$ cat config.mk
export PLATFORM = sky130hd
export DESIGN_NAME = bpu_update_ctrl
export DESIGN_NICKNAME = d
export VERILOG_FILES = /design/src/rtl/bpu_update_ctrl.sv
export SDC_FILE = /design/constraint.sdc
export NUM_CORES = 1
export LEC_CHECK = 0
export ABC_AREA = 0
export CAP_MARGIN = 20
export CELL_PAD_IN_SITES_DETAIL_PLACEMENT = 0
export CELL_PAD_IN_SITES_GLOBAL_PLACEMENT = 1
export CORE_MARGIN = 2
export CORE_UTILIZATION = 38
export DETAILED_ROUTE_END_ITERATION = 6
export PLACE_DENSITY_LB_ADDON = 0.1
export RECOVER_POWER = 25
export SLEW_MARGIN = 5
export SYNTH_ARGS = -nofsm -noshare
export SYNTH_HDL_FRONTEND = slang
export SYNTH_SLANG_ARGS = --single-unit
$ cat constraint.sdc
create_clock -name clk -period 9.36 [get_ports clk]
set_input_delay 1.404 -clock clk [delete_from_list [all_inputs] [get_ports clk]]
set_output_delay 1.404 -clock clk [all_outputs]
set_load 0.005 [all_outputs]
$ cat src/rtl/bpu_update_ctrl.sv
// Branch-update scheduler: orders verify results, squashes wrong-path ones,
// serialises BHT/RAS writes and drives the one-cycle fetch redirect.
package bpu_pkg;
    typedef enum logic [2:0] {
        Branch_None   = 3'd0,
        Branch_Call   = 3'd1,
        Branch_Return = 3'd2,
        Branch_Cond   = 3'd3,
        Branch_Jump   = 3'd4
    } br_type_t;

    localparam logic [1:0] CNT_NT  = 2'b00;
    localparam logic [1:0] CNT_WNT = 2'b01;
    localparam logic [1:0] CNT_WT  = 2'b10;
    localparam logic [1:0] CNT_T   = 2'b11;

    typedef struct packed {
        logic [31:0] pc;
        logic [31:0] target;
        logic [2:0]  br_type;
        logic [1:0]  count;
    } upd_entry_t;
endpackage

module bpu_update_ctrl
    import bpu_pkg::*;
#(
    parameter int DEPTH = 4
) (
    input  logic             clk,
    input  logic             reset,
    input  logic             flush_exception,
    input  logic [1:0]       vr_valid,
    input  logic [1:0][31:0] vr_pc,
    input  logic [1:0]       vr_is_taken,
    input  logic [1:0][31:0] vr_correct_target,
    input  logic [1:0]       vr_predict_sucess,
    input  logic [1:0][2:0]  vr_br_type,
    input  logic [1:0][1:0]  vr_count,
    output logic             vr_ready,
    output logic             bht_we,
    output logic [9:0]       bht_waddr,
    output logic [21:0]      bht_wtag,
    output logic [31:0]      bht_wtarget,
    output logic [2:0]       bht_wbr_type,
    output logic [1:0]       bht_wcount,
    output logic             ras_push,
    output logic             ras_pop,
    output logic [31:0]      ras_push_data,
    output logic             redirect_valid,
    output logic [31:0]      redirect_target,
    output logic             pred_enable
);
    localparam int AW = $clog2(DEPTH);

    typedef enum logic {IDLE, CORRECTION} state_t;

    state_t      state_q, state_d;
    logic [31:0] redirect_target_q, redirect_target_d;
    logic [AW:0] wptr_q, wptr_d, rptr_q, rptr_d;
    upd_entry_t  mem_q [DEPTH];
    upd_entry_t  mem_d [DEPTH];

    logic [AW:0]   occ;
    logic          empty, idle;
    logic          take0, take1, mis0, mis1, enq0, enq1;
    logic [AW-1:0] widx1;
    upd_entry_t    e0, e1, hd;

    function automatic logic [1:0] next_count(
        input logic [1:0] c,
        input logic       taken,
        input logic       ok
    );
        if (!ok)
            return taken ? CNT_WT : CNT_WNT;
        if (taken)
            return (c == CNT_T) ? c : c + 2'd1;
        return (c == CNT_NT) ? c : c - 2'd1;
    endfunction

    always_comb begin
        occ      = wptr_q - rptr_q;
        empty    = (wptr_q == rptr_q);
        vr_ready = (occ <= (AW+1)'(DEPTH - 2));
        idle     = (state_q == IDLE);

        // a slot-0 mispredict makes slot 1 wrong-path
        take0 = vr_valid[0] & vr_ready & idle & ~flush_exception;
        mis0  = take0 & ~vr_predict_sucess[0];
        take1 = vr_valid[1] & vr_ready & idle & ~flush_exception & ~mis0;
        mis1  = take1 & ~vr_predict_sucess[1];
        enq0  = take0 & (vr_br_type[0] != Branch_None);
        enq1  = take1 & (vr_br_type[1] != Branch_None);

        e0.pc      = vr_pc[0];
        e0.target  = vr_correct_target[0];
        e0.br_type = vr_br_type[0];
        e0.count   = next_count(vr_count[0], vr_is_taken[0],
                                vr_predict_sucess[0]);
        e1.pc      = vr_pc[1];
        e1.target  = vr_correct_target[1];
        e1.br_type = vr_br_type[1];
        e1.count   = next_count(vr_count[1], vr_is_taken[1],
                                vr_predict_sucess[1]);

        widx1 = wptr_q[AW-1:0] + AW'(enq0);
        mem_d = mem_q;
        if (enq0)
            mem_d[wptr_q[AW-1:0]] = e0;
        if (enq1)
            mem_d[widx1] = e1;

        wptr_d = wptr_q + (AW+1)'(enq0) + (AW+1)'(enq1);
        rptr_d = rptr_q + (AW+1)'(!empty);

        state_d           = IDLE;
        redirect_target_d = redirect_target_q;
        if (mis0 | mis1) begin
            state_d           = CORRECTION;
            redirect_target_d = mis0 ? vr_correct_target[0]
                                     : vr_correct_target[1];
        end

        if (flush_exception) begin
            wptr_d            = '0;
            rptr_d            = '0;
            state_d           = IDLE;
            redirect_target_d = '0;
        end
    end

    always_comb begin
        hd            = empty ? '0 : mem_q[rptr_q[AW-1:0]];
        bht_we        = !empty;
        bht_waddr     = {hd.pc[11:3], 1'b0};
        bht_wtag      = hd.pc[31:10];
        bht_wtarget   = hd.target;
        bht_wbr_type  = hd.br_type;
        bht_wcount    = hd.count;
        ras_push      = bht_we && (hd.br_type == Branch_Call);
        ras_pop       = bht_we && (hd.br_type == Branch_Return);
        ras_push_data = bht_we ? hd.pc + 32'd8 : '0;
        redirect_valid  = (state_q == CORRECTION);
        pred_enable     = (state_q == IDLE);
        redirect_target = redirect_target_q;
    end

    always_ff @(posedge clk or posedge reset) begin
        if (reset) begin
            state_q           <= IDLE;
            redirect_target_q <= '0;
            wptr_q            <= '0;
            rptr_q            <= '0;
            for (int i = 0; i < DEPTH; i++)
                mem_q[i] <= '0;
        end else begin
            state_q           <= state_d;
            redirect_target_q <= redirect_target_d;
            wptr_q            <= wptr_d;
            rptr_q            <= rptr_d;
            mem_q             <= mem_d;
        end
    end
endmodule

==> results.md, run 1 <==
- Worst-path clk slew: 0.06 ns
- Failing checks: capacitance limit, slew limit
- I/O pin count: 286
- Crit path max fanout: 38
- Largest stage delay on the critical path: about 0.97 ns
- Final-stage net count: 2067
- Fmax: 143.5 MHz
- Fill cells: around 4300
- Clock skew: 0.01423 ns
- Worst Path Required: 7.96 ns
- Clock root buffer: clkbuf_16
- CP bufs+invs: 4
- Iter 0 DRT Violations: 897
- TNS Setup: 0 ns
- Vias/cell: 5.349
- Vias in the first global route: about 14000
- Switching share of power: 35.47%
- Yosys warning total: 0
- Final antenna diode count: 0
- TritonCTS Buffers: 39
- Vias: about 14000
- CP max stage cell: dfrtp_4
- Global-route wire length before repair: around 85000 µm
- Clock network power share: between 10% and 20%
- Hold WC Path Type: flop to flop
- Crit path cell chain: ha_1 > nand2_1 > nor2_2 > buf_4 > inv_2 > buf_4 > and2_1 > ha_1 > nand4_1 > nor3_1 > mux2_2 > clkdlybuf4s50_1
- Routed WL: about 54000 µm
- Total gr overflow: 0
- Overall track demand over capacity in global routing: 22.79%
- Core Rows: 78
- Finished layout cell area: 22030 µm²
- Fin. max-slew vios: 172
- Buffer count from post-CTS setup fixing: 0
- LEAKAGE: 10.18 nW
- Clk buf depth: 3
- Most common cell after layout, fill and taps aside: dfrtp_1
- Initial antenna violation count: 1
- Ys flop type: dfrtp_1
- CTS sink count: approximately 320
- Net Count, Synth: roughly 1900
- DR pass1 iterations: 5
- Post-synth EDFFs: 0
- Synth area leader: dfrtp_1
- CP Launch Type: flop
- DRT antenna net count: 0
- Fin crit period: 6.970 ns
- Post-CTS Resized: 0
- Final worst slack: between 2 and 2.5 ns
- Layout cells sized above 1: 8.936%
- Combinational share of power: 48.8%
- Final setup viols: 0
- Register share of total power: between 30% and 40%
- Synth-to-layout area growth: 25.05%
- Die X: 219.3 µm
- Delay-heaviest family, CP: buffers and inverters
- Synth area leaders: dfrtp_1 45%, mux2i_1 18%, mux4_2 8.8%
- Internal: 0.004796 W
- Synth Instances: 1701
- Die Ht: 219.3 µm
- CP arrival: 5.57 ns
- DP HPWL: 33930 µm
- Core ar.: 45580 µm²
- Area share of the largest cell type after synthesis: around 45%
- Post-DP Area: 20860 µm²
- Final hold viol count: 0
- WL/cell: 21.41 µm
- Max-cap violations: 1
- Pin count of the biggest net entering global routing: 172
- Most frequent cells in the layout: 313 x dfrtp_1, 310 x mux2i_1, 259 x clkdlybuf4s50_1, 168 x nor2_1, 168 x o21ai_0
- Slew HR: -202.0%
- TritonCTS clock tree: done
- RSZ-0062 raised after global routing: no
- Synth unique cells: 44
- Hold slack: ~0.51 ns
- RD Place Congestion: 0.8008
- PD cells: 337.4 nW/µm²
- Input/output buffers: approximately 280
- CP Class: flop to primary output
- Post-synthesis sequential area ratio: 44.74%
- Initial core utilization: 38.66%
- Mapped Area: 17620 µm²
- #FFs+latches synth: 315
- Outcome: complete, but fails checks
- Actual slew at the worst max-slew pin: 4.530 ns
- Setup crit end kind: primary output
- Syn_area_per_cell: 10.36 µm²
- DRC viols: 0
- Tcrit/Tclk final: approximately three quarters
- VDD IR max: between 0.2 and 0.25 mV
- Async set-reset flop share out of synthesis: 100.0%
- Clk_lat worst skew: 0.53 ns
- Hold_buf cts: 0
- Die area: 48110 µm²
- CTS HTree Levels: 2
- Switching power: 0.002637 W
- Finished Core Util: between 40% and 50%
- Place WS: 2.845 ns
[layer usage]
metal,up-vias,wire [µm],GRT usage [%]
met5,-,14,0
met4,2,615,3.784
li1,6445,-,-
met3,47,2551,3.728
met1,6750,24990,31.63
met2,322,26130,38.04
[synth_stat cells, types with 4 or more instances]
| cell | number |
|---|---|
| mux2i_1 | 310 |
| nand3_1 | 13 |
| o21ai_0 | 168 |
| nor2_1 | 169 |
| nand3b_1 | 33 |
| nand4_1 | 7 |
| buf_4 | 12 |
| ha_1 | 7 |
| buf_6 | 4 |
| or3_1 | 6 |
| a21oi_1 | 148 |
| clkbuf_1 | 74 |
| mux2_2 | 10 |
| dfrtp_1 | 315 |
| mux4_2 | 69 |
| inv_1 | 18 |
| nor2b_1 | 6 |
| xor2_1 | 7 |
| nand2_1 | 152 |
| buf_1 | 18 |
| and2_1 | 66 |
| buf_2 | 28 |
| xnor2_1 | 5 |
| nor3_1 | 9 |
| o21ai_1 | 11 |
| o2111a_1 | 4 |
[logic make-up (layout without fill, tap and decap cells)]
family | count (synthesis) | after routing | synth area share, %
muxes | 389 | 389 | 27.07
AOI/OAI and AO/OA | 341 | 341 | 9.991
adders and majority gates | 11 | 11 | 0.8379
xor gates and xnor gates | 13 | 13 | 0.7243
other | 1 | 1 | 0.02128
and+or+nand+nor | 477 | 477 | 12.71
buffers and inverters | 154 | 389 | 3.906
DFF | 315 | 315 | 44.74
[power groups by stage]
stage	combinational [W]	sequential [W]	clock, W
final	0.00363	0.00238	0.00143
after global routing	0.00397	0.00247	0.00153
after CTS	0.00368	0.00238	0.00146
after detailed placement	0.00367	0.00240	0
after global placement	0.00363	0.00238	0
after floorplan	0.00213	0.00223	0
[final cells by class]
class / count / area [µm²] / share of cell area [%]
multi-input combinational: 1232 / 9130 / 41.44
inverter: 18 / 71.32 / 0.3237
sequential: 315 / 7890 / 35.81
tap: 600 / 750.7 / 3.407
clock inverter: 9 / 47.55 / 0.2158
timing repair buffer: 305 / 2998 / 13.61
clock buffer: 57 / 1146 / 5.202
[worst reg2reg max path, delay by kind of cell, from the launching register on]
| family | cells | cell delay [ns] |
|---|---|---|
| and+or+nand+nor | 4 | 1.38 |
| DFF | 1 | 0.97 |
| adders and majority gates | 3 | 0.97 |
| buffers and inverters | 2 | 0.93 |
| xor gates and xnor gates | 2 | 0.52 |
| AOI/OAI and AO/OA | 1 | 0.15 |
[final timing paths]
check | startpoint | end | slack, ns | depth (start not counted)
worst max-delay path | rptr_q[0] | ras_push_data[19] | 2.39 | 12
worst min-delay path | redirect_target[24] | redirect_target[24] | 0.51 | 2
worst max register to register | rptr_q[0] | mem_q[208] | 4.38 | 12
worst min register to register | redirect_target[24] | redirect_target[24] | 0.51 | 2
max in group asynchronous | reset | rptr_q[0] | 2.98 | 3
min in group asynchronous | reset | mem_q[61] | 3.07 | 3
[through the flow]
step / total power [W] / std cells
after floorplan: 0.004363 / 1701
after global placement: 0.006011 / 2470
after detailed placement: 0.006065 / 2470
after CTS: 0.007524 / 2536
after global routing: 0.007965 / 2536
final: 0.007433 / 2536
[state kept, by name (all words and copies together) (netlist names)]
name             flops
redirect_valid       1
mem_q              276
redirect_target     32
wptr_q               3
rptr_q               3
(Power assumes the default switching activity.)
==> inputs of run 2 (changes only) <==
CORE_UTILIZATION = 42   (was 38)
clock period = 6.79 ns   (was 9.36 ns; I/O delays follow)
==> results.md, run 2 (synthesis gave the netlist of run 1 again) <==
- Outcome: complete, but fails checks
- Failing checks: capacitance limit, slew limit
- Setup crit end kind: primary output
- Met1 Use GR: 33.62% (+2.0 points)
- Final setup viols: 0 (unchanged)
- PD cells: 463.1 nW/µm² (+37%)
- Hold_buf cts: 0 (unchanged)
- TritonCTS clock tree: done
- Largest stage delay on the critical path: 0.81 ns (-0.16 ns)
- Worst reg2reg startpoint: rptr_q[1]
- Core ar.: 41670 µm² (-8.6%)
- Gr busiest metal: met2
- Die area: 43610 µm² (-9.4%)
- Initial core utilization: 42.29% (+3.6 points)
- Final worst slack: 0.8202 ns (-1.570 ns)
- Crit path max fanout: 33 (-13%)
- Iter 0 DRT Violations: 871 (-2.9%)
- Crit path cell chain: inv_1 > ha_1 > nand2_1 > nor2_2 > buf_4 > inv_2 > and2_1 > ha_1 > nand4_1 > nor3_1 > mux2_2 > clkdlybuf4s50_1
- Vias: 13530 (-0.24%)
- Die Ht: 208.8 µm (-4.8%)
- Input/output buffers: 284 (unchanged)
- Routed WL: 52100 µm (-4.1%)
- DRT antenna net count: 0 (unchanged)
- CTS HTree Levels: 2 (unchanged)
- DRC viols: 0 (unchanged)
- Clk buf depth: 3 (unchanged)
- Pin count of the biggest net entering global routing: 169 (-1.7%)
- Clock skew: 0.02478 ns (+0.01055 ns)
- LEAKAGE: 10.17 nW (-0.11%)
- Hold wc startpoint: redirect_target[8]
- Clk_lat worst skew: 0.54 ns (about the same)
- CP max stage cell: dfrtp_4
- RSZ-0062 raised after global routing: no
- Core Rows: 75 (-3.8%)
- CP bufs+invs: 4 (unchanged)
- Most common cell after layout, fill and taps aside: dfrtp_1
- Layout cells sized above 1: 9.222% (+0.29 points)
- Cell mode on critical path: ha_1
- CP Class: flop to primary output
- Reg with most FFs: mem_q
- Worst setup startpoint: rptr_q[1]
- Clock root buffer: clkbuf_16
- I/O pin count: 286 (unchanged)
- Max-cap violations: 1 (unchanged)
- Place WS: 1.463 ns (-1.382 ns)
- Grt met3 use: 4.373% (+0.64 points)
- Worst Path Required: 5.77 ns (-2.19 ns)
- Final antenna diode count: 0 (unchanged)
- Tcrit/Tclk final: just under 90%
- CP Launch Type: flop
- Most frequent cells in the layout: 313 x dfrtp_1, 310 x mux2i_1, 283 x clkdlybuf4s50_1, 168 x nor2_1, 168 x o21ai_0
- Fin crit period: 5.970 ns
- Met2 track demand over resource: 39.72% (+1.7 points)
- Fin. max-slew vios: 141 (-18%)
- Total power draw: 0.01021 W (+37%)
- Fill cells: 3838 (-9.9%)
- Largest register FFs: 276 (unchanged)
- Final-stage net count: 2071 (+0.19%)
- Overall track demand over capacity in global routing: 24.22% (+1.4 points)
- Synth-to-layout area growth: 25.17% (about the same)
- Die X: 208.8 µm (-4.8%)
- Register area: 7890 µm² (unchanged)
- Initial antenna violation count: 1 (unchanged)
- TritonCTS Buffers: 38 (-2.6%)
- TNS Setup: 0 ns (unchanged)
- CP arrival: 4.95 ns (-0.62 ns)
- Final hold viol count: 0 (unchanged)
- Actual slew at the worst max-slew pin: 3.653 ns (-0.8767 ns)
- WL/cell: 21.01 µm (-1.9%)
- RD Place Congestion: 0.8005 (about the same)
- DP HPWL: 33110 µm (-2.4%)
- DR pass1 iterations: 5 (unchanged)
- VDD IR max: 0.2542 mV (+11%)
- Vias in the first global route: 13810 (-1.7%)
- Total gr overflow: 0 (unchanged)
- Global-route wire length before repair: 82370 µm (-2.6%)
- Hold WC Path Type: flop to flop
- Worst-path clk slew: 0.06 ns (about the same)
- Delay-heaviest family, CP: simple AND/OR/NAND/NOR gates
- Slew HR: -143.5% (+58 points)
- Post-CTS Resized: 0 (unchanged)
- Multi-input gate area: 9130 µm² (unchanged)
- Buffer count from post-CTS setup fixing: 0 (unchanged)
- Fmax: 167.5 MHz
- CTS sink count: 315 (unchanged)
- Vias/cell: 5.457 (+2.0%)
## run 2: cell count changes in the layout (fill, tap and decap cells not counted), moves of 2 or more
| cell | previous run | this run |
|---|---|---|
| buf_12 | 0 | 3 |
| clkbuf_16 | 41 | 39 |
| clkbuf_8 | 6 | 10 |
| clkdlybuf4s50_1 | 259 | 283 |
| clkinv_2 | 8 | 5 |
| clkinv_4 | 0 | 2 |
| clkinvlp_4 | 2 | 0 |
| dlygate4sd3_1 | 25 | 1 |
## run 2: tightest hold or removal path, stage by stage (launching register included)
cell and delay (ns):
dfrtp_1 0.34, nand3b_1 0.07, o21ai_0 0.06
## run 2: report_power, final
part / internal, W / switching (W)
combinational: 0.00272 / 0.00229
clock: 0.00116 / 0.000805
sequential: 0.00275 / 0.000483
## run 2: metrics by stage
step	area [µm²]	util [%]	instances	hold WS [ns]
2_1_floorplan	17620	-	1701	0.5007
3_3_place_gp	20850	50.03	2413	0.4956
3_5_place_dp	20850	50.03	2413	0.5012
4_1_cts	22040	52.91	2479	0.5189
5_1_grt	22050	52.93	2480	0.5380
6_report	22050	52.93	2480	0.5138
## run 2: path summary, 6_finish.rpt
| check | to | slack, ns | cells after the start |
|---|---|---|---|
| max reg2reg | mem_q[35] | 2.34 | 9 |
| min reg2reg | redirect_target[8] | 0.51 | 2 |
| min in group asynchronous | mem_q[12] | 0.93 | 2 |
| max | ras_push_data[25] | 0.82 | 12 |
| min | redirect_target[8] | 0.51 | 2 |
| max in group asynchronous | rptr_q[0] | 1.54 | 3 |
## run 2: area by class of cell
cell class | instances | area share (%)
inverters | 18 | 0.3120
well taps | 539 | 3.058
flip-flops and latches | 315 | 35.77
clock inverters | 8 | 0.2326
multi-input cells | 1232 | 41.40
clock buffers | 58 | 5.202
repair buffers | 310 | 14.02
## run 2: routing by layer
metal	routed length, µm	share of wire, %
met4	769	1.5
met1	23640	45
met3	2824	5.4
met2	24860	48
met5	13	0.025
